### src/rtl/gpio_ctrl_ip_if.sv
// Single-cycle peripheral bus: combinational read data, write on clock edge.
interface gpio_ctrl_ip_if;
    logic        valid;
    logic        we;
    logic [31:0] addr;
    logic [31:0] wdata;
    logic [31:0] rdata;

    modport master (output valid, output we, output addr, output wdata, input rdata);
    modport slave  (input valid, input we, input addr, input wdata, output rdata);
endinterface

### src/rtl/gpio_ctrl_ip.sv
// GPIO controller: direction/data registers with set/clear/toggle aliases,
// synchronised and optionally debounced inputs, edge-triggered sticky interrupts.
module gpio_ctrl_ip #(
    parameter int N_GPIO      = 32,
    parameter int SYNC_STAGES = 2,
    parameter int DB_W        = 16
) (
    input  logic              clk,
    input  logic              rst_n,
    gpio_ctrl_ip_if.slave     bus,
    input  logic [N_GPIO-1:0] gpio_in,
    output logic [N_GPIO-1:0] gpio_out,
    output logic [N_GPIO-1:0] gpio_oe,
    output logic              irq
);
    localparam logic [7:0] A_DATA = 8'h00, A_DIR  = 8'h04, A_READ = 8'h08,
                           A_SET  = 8'h0C, A_CLR  = 8'h10, A_TGL  = 8'h14,
                           A_RISE = 8'h18, A_FALL = 8'h1C, A_STAT = 8'h20,
                           A_DEB  = 8'h24;

    logic [N_GPIO-1:0] data, dir, rise_en, fall_en, status;
    logic [DB_W-1:0]   deb_cfg, cnt;
    logic [SYNC_STAGES-1:0][N_GPIO-1:0] sync_q;
    logic [N_GPIO-1:0] sync, smp, filt_q, filt, filt_d, rise, fall, eq, w1c, wd;
    logic [7:0]        a;
    logic              wr, bypass, tick, cfg_wr;
    logic [31:0]       rdata;
    logic              unused_bits;

    assign a      = bus.addr[7:0];
    assign wd     = bus.wdata[N_GPIO-1:0];
    assign wr     = bus.valid && bus.we;
    assign cfg_wr = wr && (a == A_DEB);
    assign w1c    = (wr && a == A_STAT) ? wd : '0;
    assign unused_bits = ^{bus.addr[31:8], bus.wdata};

    always_ff @(posedge clk) begin
        if (!rst_n) begin
            data    <= '0;
            dir     <= '0;
            rise_en <= '0;
            fall_en <= '0;
            deb_cfg <= '0;
        end else if (wr) begin
            case (a)
                A_DATA: data    <= wd;
                A_DIR:  dir     <= wd;
                A_SET:  data    <= data | wd;
                A_CLR:  data    <= data & ~wd;
                A_TGL:  data    <= data ^ wd;
                A_RISE: rise_en <= wd;
                A_FALL: fall_en <= wd;
                A_DEB:  deb_cfg <= bus.wdata[DB_W-1:0];
                default: ;
            endcase
        end
    end

    always_ff @(posedge clk) begin
        if (!rst_n) begin
            sync_q <= '0;
        end else begin
            sync_q[0] <= gpio_in;
            for (int s = 1; s < SYNC_STAGES; s++)
                sync_q[s] <= sync_q[s-1];
        end
    end
    assign sync = sync_q[SYNC_STAGES-1];

    // Shared prescaler: holds D for one cycle (the tick) then wraps to 0.
    assign bypass = (deb_cfg == '0);
    assign tick   = !bypass && (cnt == deb_cfg);

    always_ff @(posedge clk) begin
        if (!rst_n || cfg_wr || bypass || tick)
            cnt <= '0;
        else
            cnt <= cnt + DB_W'(1);
    end

    // filt_q follows sync while bypassed so enabling the filter starts from the live level.
    assign eq = ~(sync ^ smp);
    always_ff @(posedge clk) begin
        if (!rst_n) begin
            smp    <= '0;
            filt_q <= '0;
        end else if (bypass) begin
            filt_q <= sync;
        end else if (tick) begin
            smp    <= sync;
            filt_q <= (sync & eq) | (filt_q & ~eq);
        end
    end
    assign filt = bypass ? sync : filt_q;

    assign rise = filt & ~filt_d;
    assign fall = ~filt & filt_d;

    // A fresh edge is OR'd in after the W1C mask, so it survives a same-cycle clear.
    always_ff @(posedge clk) begin
        if (!rst_n) begin
            filt_d <= '0;
            status <= '0;
        end else begin
            filt_d <= filt;
            status <= (status & ~w1c) | (rise & rise_en) | (fall & fall_en);
        end
    end

    always_comb begin
        rdata = '0;
        case (a)
            A_DATA: rdata[N_GPIO-1:0] = data;
            A_DIR:  rdata[N_GPIO-1:0] = dir;
            A_READ: rdata[N_GPIO-1:0] = (dir & data) | (~dir & filt);
            A_RISE: rdata[N_GPIO-1:0] = rise_en;
            A_FALL: rdata[N_GPIO-1:0] = fall_en;
            A_STAT: rdata[N_GPIO-1:0] = status;
            A_DEB:  rdata[DB_W-1:0]   = deb_cfg;
            default: ;
        endcase
    end
    assign bus.rdata = rdata;

    assign gpio_out = data & dir;
    assign gpio_oe  = dir;
    assign irq      = |status;
endmodule

### src/flat_wrapper.sv
// flat-port wrapper written by rule: the top's interface ports become plain ports
module gpio_ctrl_ip_flat 
#(
    parameter int N_GPIO      = 32,
    parameter int SYNC_STAGES = 2,
    parameter int DB_W        = 16
)
  (clk, rst_n, gpio_in, gpio_out, gpio_oe, irq, bus_valid, bus_we, bus_addr, bus_wdata, bus_rdata);
  gpio_ctrl_ip_if bus_i ();
  input  logic clk;
  input  logic rst_n;
  input  logic [N_GPIO-1:0] gpio_in;
  output logic [N_GPIO-1:0] gpio_out;
  output logic [N_GPIO-1:0] gpio_oe;
  output logic irq;
  input wire logic [$bits(bus_i.valid)-1:0] bus_valid;
  input wire logic [$bits(bus_i.we)-1:0] bus_we;
  input wire logic [$bits(bus_i.addr)-1:0] bus_addr;
  input wire logic [$bits(bus_i.wdata)-1:0] bus_wdata;
  output wire logic [$bits(bus_i.rdata)-1:0] bus_rdata;
  assign bus_i.valid = bus_valid;
  assign bus_i.we = bus_we;
  assign bus_i.addr = bus_addr;
  assign bus_i.wdata = bus_wdata;
  assign bus_rdata = bus_i.rdata;
  gpio_ctrl_ip #(.N_GPIO(N_GPIO), .SYNC_STAGES(SYNC_STAGES), .DB_W(DB_W)) u_core (.clk(clk), .rst_n(rst_n), .bus(bus_i), .gpio_in(gpio_in), .gpio_out(gpio_out), .gpio_oe(gpio_oe), .irq(irq));
endmodule
### config.mk
export PLATFORM = sky130hd
export DESIGN_NAME = gpio_ctrl_ip_flat
export DESIGN_NICKNAME = d
export VERILOG_FILES = /design/src/rtl/gpio_ctrl_ip_if.sv /design/src/rtl/gpio_ctrl_ip.sv /design/src/flat_wrapper.sv
export SDC_FILE = /design/constraint.sdc
export NUM_CORES = 1
export LEC_CHECK = 0
export CAP_MARGIN = 20
export CELL_PAD_IN_SITES_DETAIL_PLACEMENT = 0
export CELL_PAD_IN_SITES_GLOBAL_PLACEMENT = 1
export CORE_MARGIN = 1.5
export CORE_UTILIZATION = 45
export CTS_CLUSTER_SIZE = 25
export DETAILED_ROUTE_END_ITERATION = 10
export DONT_BUFFER_PORTS = 1
export HOLD_SLACK_MARGIN = 0.08
export MAX_ROUTING_LAYER = met4
export PLACE_DENSITY_LB_ADDON = 0.25
export SLEW_MARGIN = 20
export SYNTH_ARGS = -nofsm -noshare
export SYNTH_HDL_FRONTEND = slang
export SYNTH_SLANG_ARGS = --single-unit
### constraint.sdc
create_clock -name clk -period 2.5 [get_ports clk]
set_input_delay 0.25 -clock clk [delete_from_list [all_inputs] [get_ports clk]]
set_output_delay 0.25 -clock clk [all_outputs]
set_load 0.02 [all_outputs]
# Word-level counts from Yosys, hierarchy flattened
# Index checks and enable logic that the tools add are counted.
# totals
regBits	352
inputBits	100
out_inout_bits	97
wordCells	75
# op_classes
add_sub_neg	1
eq_ne	10
n_mux	7
n_bitwise	25
reduce_logical	20
# op_table
op	count
32-bit bitwise AND	10
32-bit NOT	7
32-bit bitwise OR	5
32-bit two-way mux	4
32-bit one-hot mux with 4 select lines	1
16-bit one-hot mux with 7 select lines	1
16-bit one-hot mux with 6 select lines	1
32-bit XOR	2
8-bit by 5-bit equality test with 1-bit output, second input constant	4
32-bit OR reduction	1
16-bit by 1-bit adder with 16-bit output, second input constant	1
16-bit equality test	1
8-bit by 4-bit equality test with 1-bit output, second input constant	2
8-bit by 6-bit equality test with 1-bit output, second input constant	2
16-bit logical NOT	1
2-bit AND reduction	6
8-bit by 3-bit equality test with 1-bit output, second input constant	1
8-bit logical NOT	1
1-bit logical AND	4
4-bit nonzero test	1
1-bit logical OR	3
1-bit logical NOT	2
2-bit nonzero test	1
1-bit NOT	1

# Depth between registers and ports, before layout
# logic_depth
ltp_word	7
mapped_depth	8
ltp_nobuf	6

# Worst setup path after synthesis
# No wires, ideal clock.
# synth_timing
path_type	register to output
start	reg u_core.deb_cfg[10]
end	out bus_rdata[10]
t_arrival_ns	1.944
required_time_ns	2.250
setup_slack_ns	0.306
path_stages_with_launch	8
path_buffers	2
path_cell_list	dfxtp_1 nor4_1 nand4_1 buf_4 buf_6 mux2i_1 o21ba_2 o21ai_0
# synth_via
elab_chain_cells	5
# synth_lines
element	line_no	text
from (decl)	gpio_ctrl_ip.sv:22	logic [DB_W-1:0] deb_cfg, cnt;
from (signal assigned)	gpio_ctrl_ip.sv:53	A_DEB: deb_cfg <= bus.wdata[DB_W-1:0];
16-bit logical NOT	gpio_ctrl_ip.sv:71	assign bypass = (deb_cfg == '0);
32-bit two-way mux	gpio_ctrl_ip.sv:94	assign filt = bypass ? sync : filt_q;
32-bit bitwise AND	gpio_ctrl_ip.sv:115	A_READ: rdata[N_GPIO-1:0] = (dir & data) | (~dir & filt);
32-bit bitwise OR	gpio_ctrl_ip.sv:115	
16-bit one-hot mux with 7 select lines (*)	gpio_ctrl_ip.sv:112	case (a)
to (decl)	flat_wrapper.sv:20	output wire logic [$bits(bus_i.rdata)-1:0] bus_rdata;
# Mark *: on every way between the ends. The rest lies on a longest branch, timed or not.

# Final worst setup path
# layout_timing
start	reg u_core.deb_cfg[2]
end	out bus_rdata[15]
# layout_via
elab_chain_cells	5
# layout_lines
element	line_no
16-bit logical NOT	gpio_ctrl_ip.sv:71
32-bit two-way mux	gpio_ctrl_ip.sv:94
32-bit bitwise AND	gpio_ctrl_ip.sv:115
32-bit bitwise OR	gpio_ctrl_ip.sv:115
16-bit one-hot mux with 7 select lines	gpio_ctrl_ip.sv:112
# No other way between the ends.

==> metrics <==
total of max-cap violations=0; Total Nets Final=2702; layout overhead on the synthesized area=41.2%; Non-Filler Instances=3086; hpwl dp=~35000 microns; I/O Pins=197; Post-Place Cell Area=0.0191 sq mm; drt via density=5.66; Critical Path Start Type=flop; number of global-route vias before repair=16800; Critical R2R Launch=u_core.deb_cfg[2]; Worst slew margin=0.256; layout cells sized above 1=0.127; power density cells=approximately 510 mW/mm^2; Cells on Worst Hold Path=3; ys flop type=dfxtp_1; Slew Limit Fails=0; most frequent cells in the layout=dlygate4sd3_1, dfxtp_1, nand2_1; via count=between 15000 and 20000; Synth area leaders=dfxtp_1, mux2i_1, nand2_1; GRT Residual Overflow=0; reg-to-reg slack, setup=-0.07 ns; NetSw=2.81 mW; CP required=2.25 ns; CP max FO=7; Comb power frac=0.058; crit end category=output port; outcome=complete, but fails checks; Tmin final=between 2 and 3 ns; width of the die=203 microns; Post-synth ARST share=0; commonest non-fill, non-tap cell in the layout=dlygate4sd3_1; H-tree level count=2; sequential element share of the synthesized area=0.393; leakage power=10.1 nW; skew final=0.0138 ns; Mapped Area=0.0179 sq mm; Internal=10.0 mW; initial antenna violation count=2; design area=~0.025 sq mm; Chip Height=203 microns; slew at the pin with the worst max-slew slack=1.11 ns; Mapped Cells=roughly 2100; Skew-Pair Late Insertion Delay=between 0.5 and 0.6 ns; Worst EP arrival=2.71 ns; placed cell count=roughly 2600; Mapped Avg Cell Area=8.53 sq um; Net Count, Synth=2267; initial cell density of the core=0.460; clk root buf=clkbuf_16; IO buf count=0; Post-synth EDFFs=0; Die Area=0.0410 sq mm; CTS sink count=352; top-area cell type share of the netlist area=0.393; Final Hold Vio Count=0; Setup violations, final=37; post-route core utilization=0.649; deepest clock path buffer count=3; core area=0.0390 sq mm; Fillers=3274; hold worst-path end=u_core.smp[31]; final worst slack=-0.463 ns; DRC errors left=0; Avg WL per Cell=20.1 microns; Clock transition at path regs=0.06 ns; number of synthesis warnings=0; WS Path Type=flop to output port; largest net degree at the start of global routing=294; Post-Route WL=62100 microns; global-route wire length before repair=around 95000 microns; Global Route Usage Sum=0.304; Final ANT Viol Nets=0; Min Hold Slack=0.230 ns; FF-to-FF path depth=13; unrepaired setup endpoints after global routing=yes; hold wc startpoint=rst_n; fin crit share=1.19; failing checks=negative setup slack; Sw Share=0.219; total negative slack=-12.10 ns; Clk pwr share=0.496; DRT Pass-1 Iters=6; cell row count=72; fmax=0.337 GHz; DRT iter0 DRCs=1589; HP Class=primary input to flop; post-synth top area cell=dfxtp_1; post-synthesis register bit count=352; Seq pwr share=0.446; Peak supply drop=385 uV; CTS tree=yes; Num CTS Buffers=40; Routability Congestion=0.878; synth unique cells=51; reg2reg end=u_core.status[27]
area by class of cell:
| cell class | instances | area (sq um) | share of cell area |
|---|---|---|---|
| multi-input cells | 1538 | 10500 | 0.416 |
| flip-flops and latches | 352 | 7050 | 0.279 |
| repair buffers | 539 | 5410 | 0.214 |
| clock buffers | 63 | 1260 | 0.0497 |
| well taps | 518 | 648 | 0.0256 |
| inverters | 66 | 248 | 0.00979 |
| clock inverters | 8 | 173 | 0.00682 |
| diodes | 2 | 5.00 | 0.000198 |
repair_timing:
action                                  in CTS  in global routing
endpoints found under the setup margin      33                 57
gates resized for setup                    101                 57
buffers inserted                            16                 20
hold buffers                               388                  1
cloned                                       4                  0
endpoints found under the hold margin      336                 19
pin swaps                                   11                 17
cells by family (layout without fill, tap and decap cells):
family,Yosys count,after routing,synth area share
other cells,0,2,0
mux,155,155,0.0879
buf+inv,212,676,0.0490
xor+xnor,31,31,0.0151
fa+ha+maj,65,65,0.0454
simple gates,818,818,0.217
compound gates,469,469,0.192
flops,352,352,0.393
sequential cells by signal, indices dropped and copies added, names as in the netlist, named ones only:
register        count
u_core.deb_cfg     16
u_core.sync_q      32
u_core.gpio_oe     32
u_core.sync        32
u_core.status      32
u_core.fall_en     32
u_core.smp         32
u_core.cnt         16
u_core.filt_d      32
u_core.data        32
u_core.rise_en     32
metal layers:
layer	vias to the layer above	global-route usage	share of wire
li1	8205	-	-
met1	8520	0.397	0.43
met2	622	0.469	0.46
met3	111	0.0608	0.080
met4	0	0.100	0.028
met5	-	-	0
stage by stage:
stage / setup slack, ns / total power [mW]
after floorplan: 0.306 / 6.21
after global placement: -0.000340 / 6.23
after detailed placement: -0.0459 / 6.24
after CTS: -0.432 / 12.9
after global routing: -0.520 / 13.2
final: -0.463 / 12.9
cells in the mapped netlist, drive strengths merged, types with 10 or more instances:
master and instances:
dfxtp 352, nand2 330, nor2 165, a21boi 144, mux2i 139, and2 102, clkbuf 100, o21ai 81
nand3 76, inv 66, ha 65, a21oi 48, buf 46, and3 36, nor2b 34, nor3b 33
a2111oi 32, a311o 32, o31a 32, xor2 27, nor4 18, a222oi 16, mux2 16, o21ba 16
a21o 15, o21bai 15, o22ai 15, o2bb2ai 11, a22o 10
power groups by stage:
stage / Clock, mW / Combinational, mW / Sequential [mW]
6_report: 6.38 / 0.740 / 5.73
3_3_place_gp: 0 / 0.382 / 5.84
5_1_grt: 6.71 / 0.787 / 5.74
4_1_cts: 6.49 / 0.695 / 5.73
2_1_floorplan: 0 / 0.383 / 5.83
3_5_place_dp: 0 / 0.396 / 5.85
worst max-delay path by stage:
stage	cells after the start	slack, ns	to	from
after global routing	11	-0.52	bus_rdata[15]	u_core.deb_cfg[2]
after floorplan	7	0.31	bus_rdata[10]	u_core.deb_cfg[10]
after global placement	9	-0.0003	bus_rdata[7]	u_core.deb_cfg[2]
after CTS	11	-0.43	bus_rdata[14]	u_core.deb_cfg[5]
final	11	-0.46	bus_rdata[15]	u_core.deb_cfg[2]
after detailed placement	9	-0.05	bus_rdata[11]	u_core.deb_cfg[2]
critical path: stages, from the launching register on:
cell and delay, ns:
dfxtp_2 0.34, nor4_4 0.29, buf_4 0.16, nand4_1 0.11, buf_6 0.18, buf_12 0.14
buf_4 0.14, mux2i_4 0.21, o21ba_4 0.21, o21ai_2 0.10, buf_4 0.14, buf_6 0.11
(Power assumes the default switching activity.)
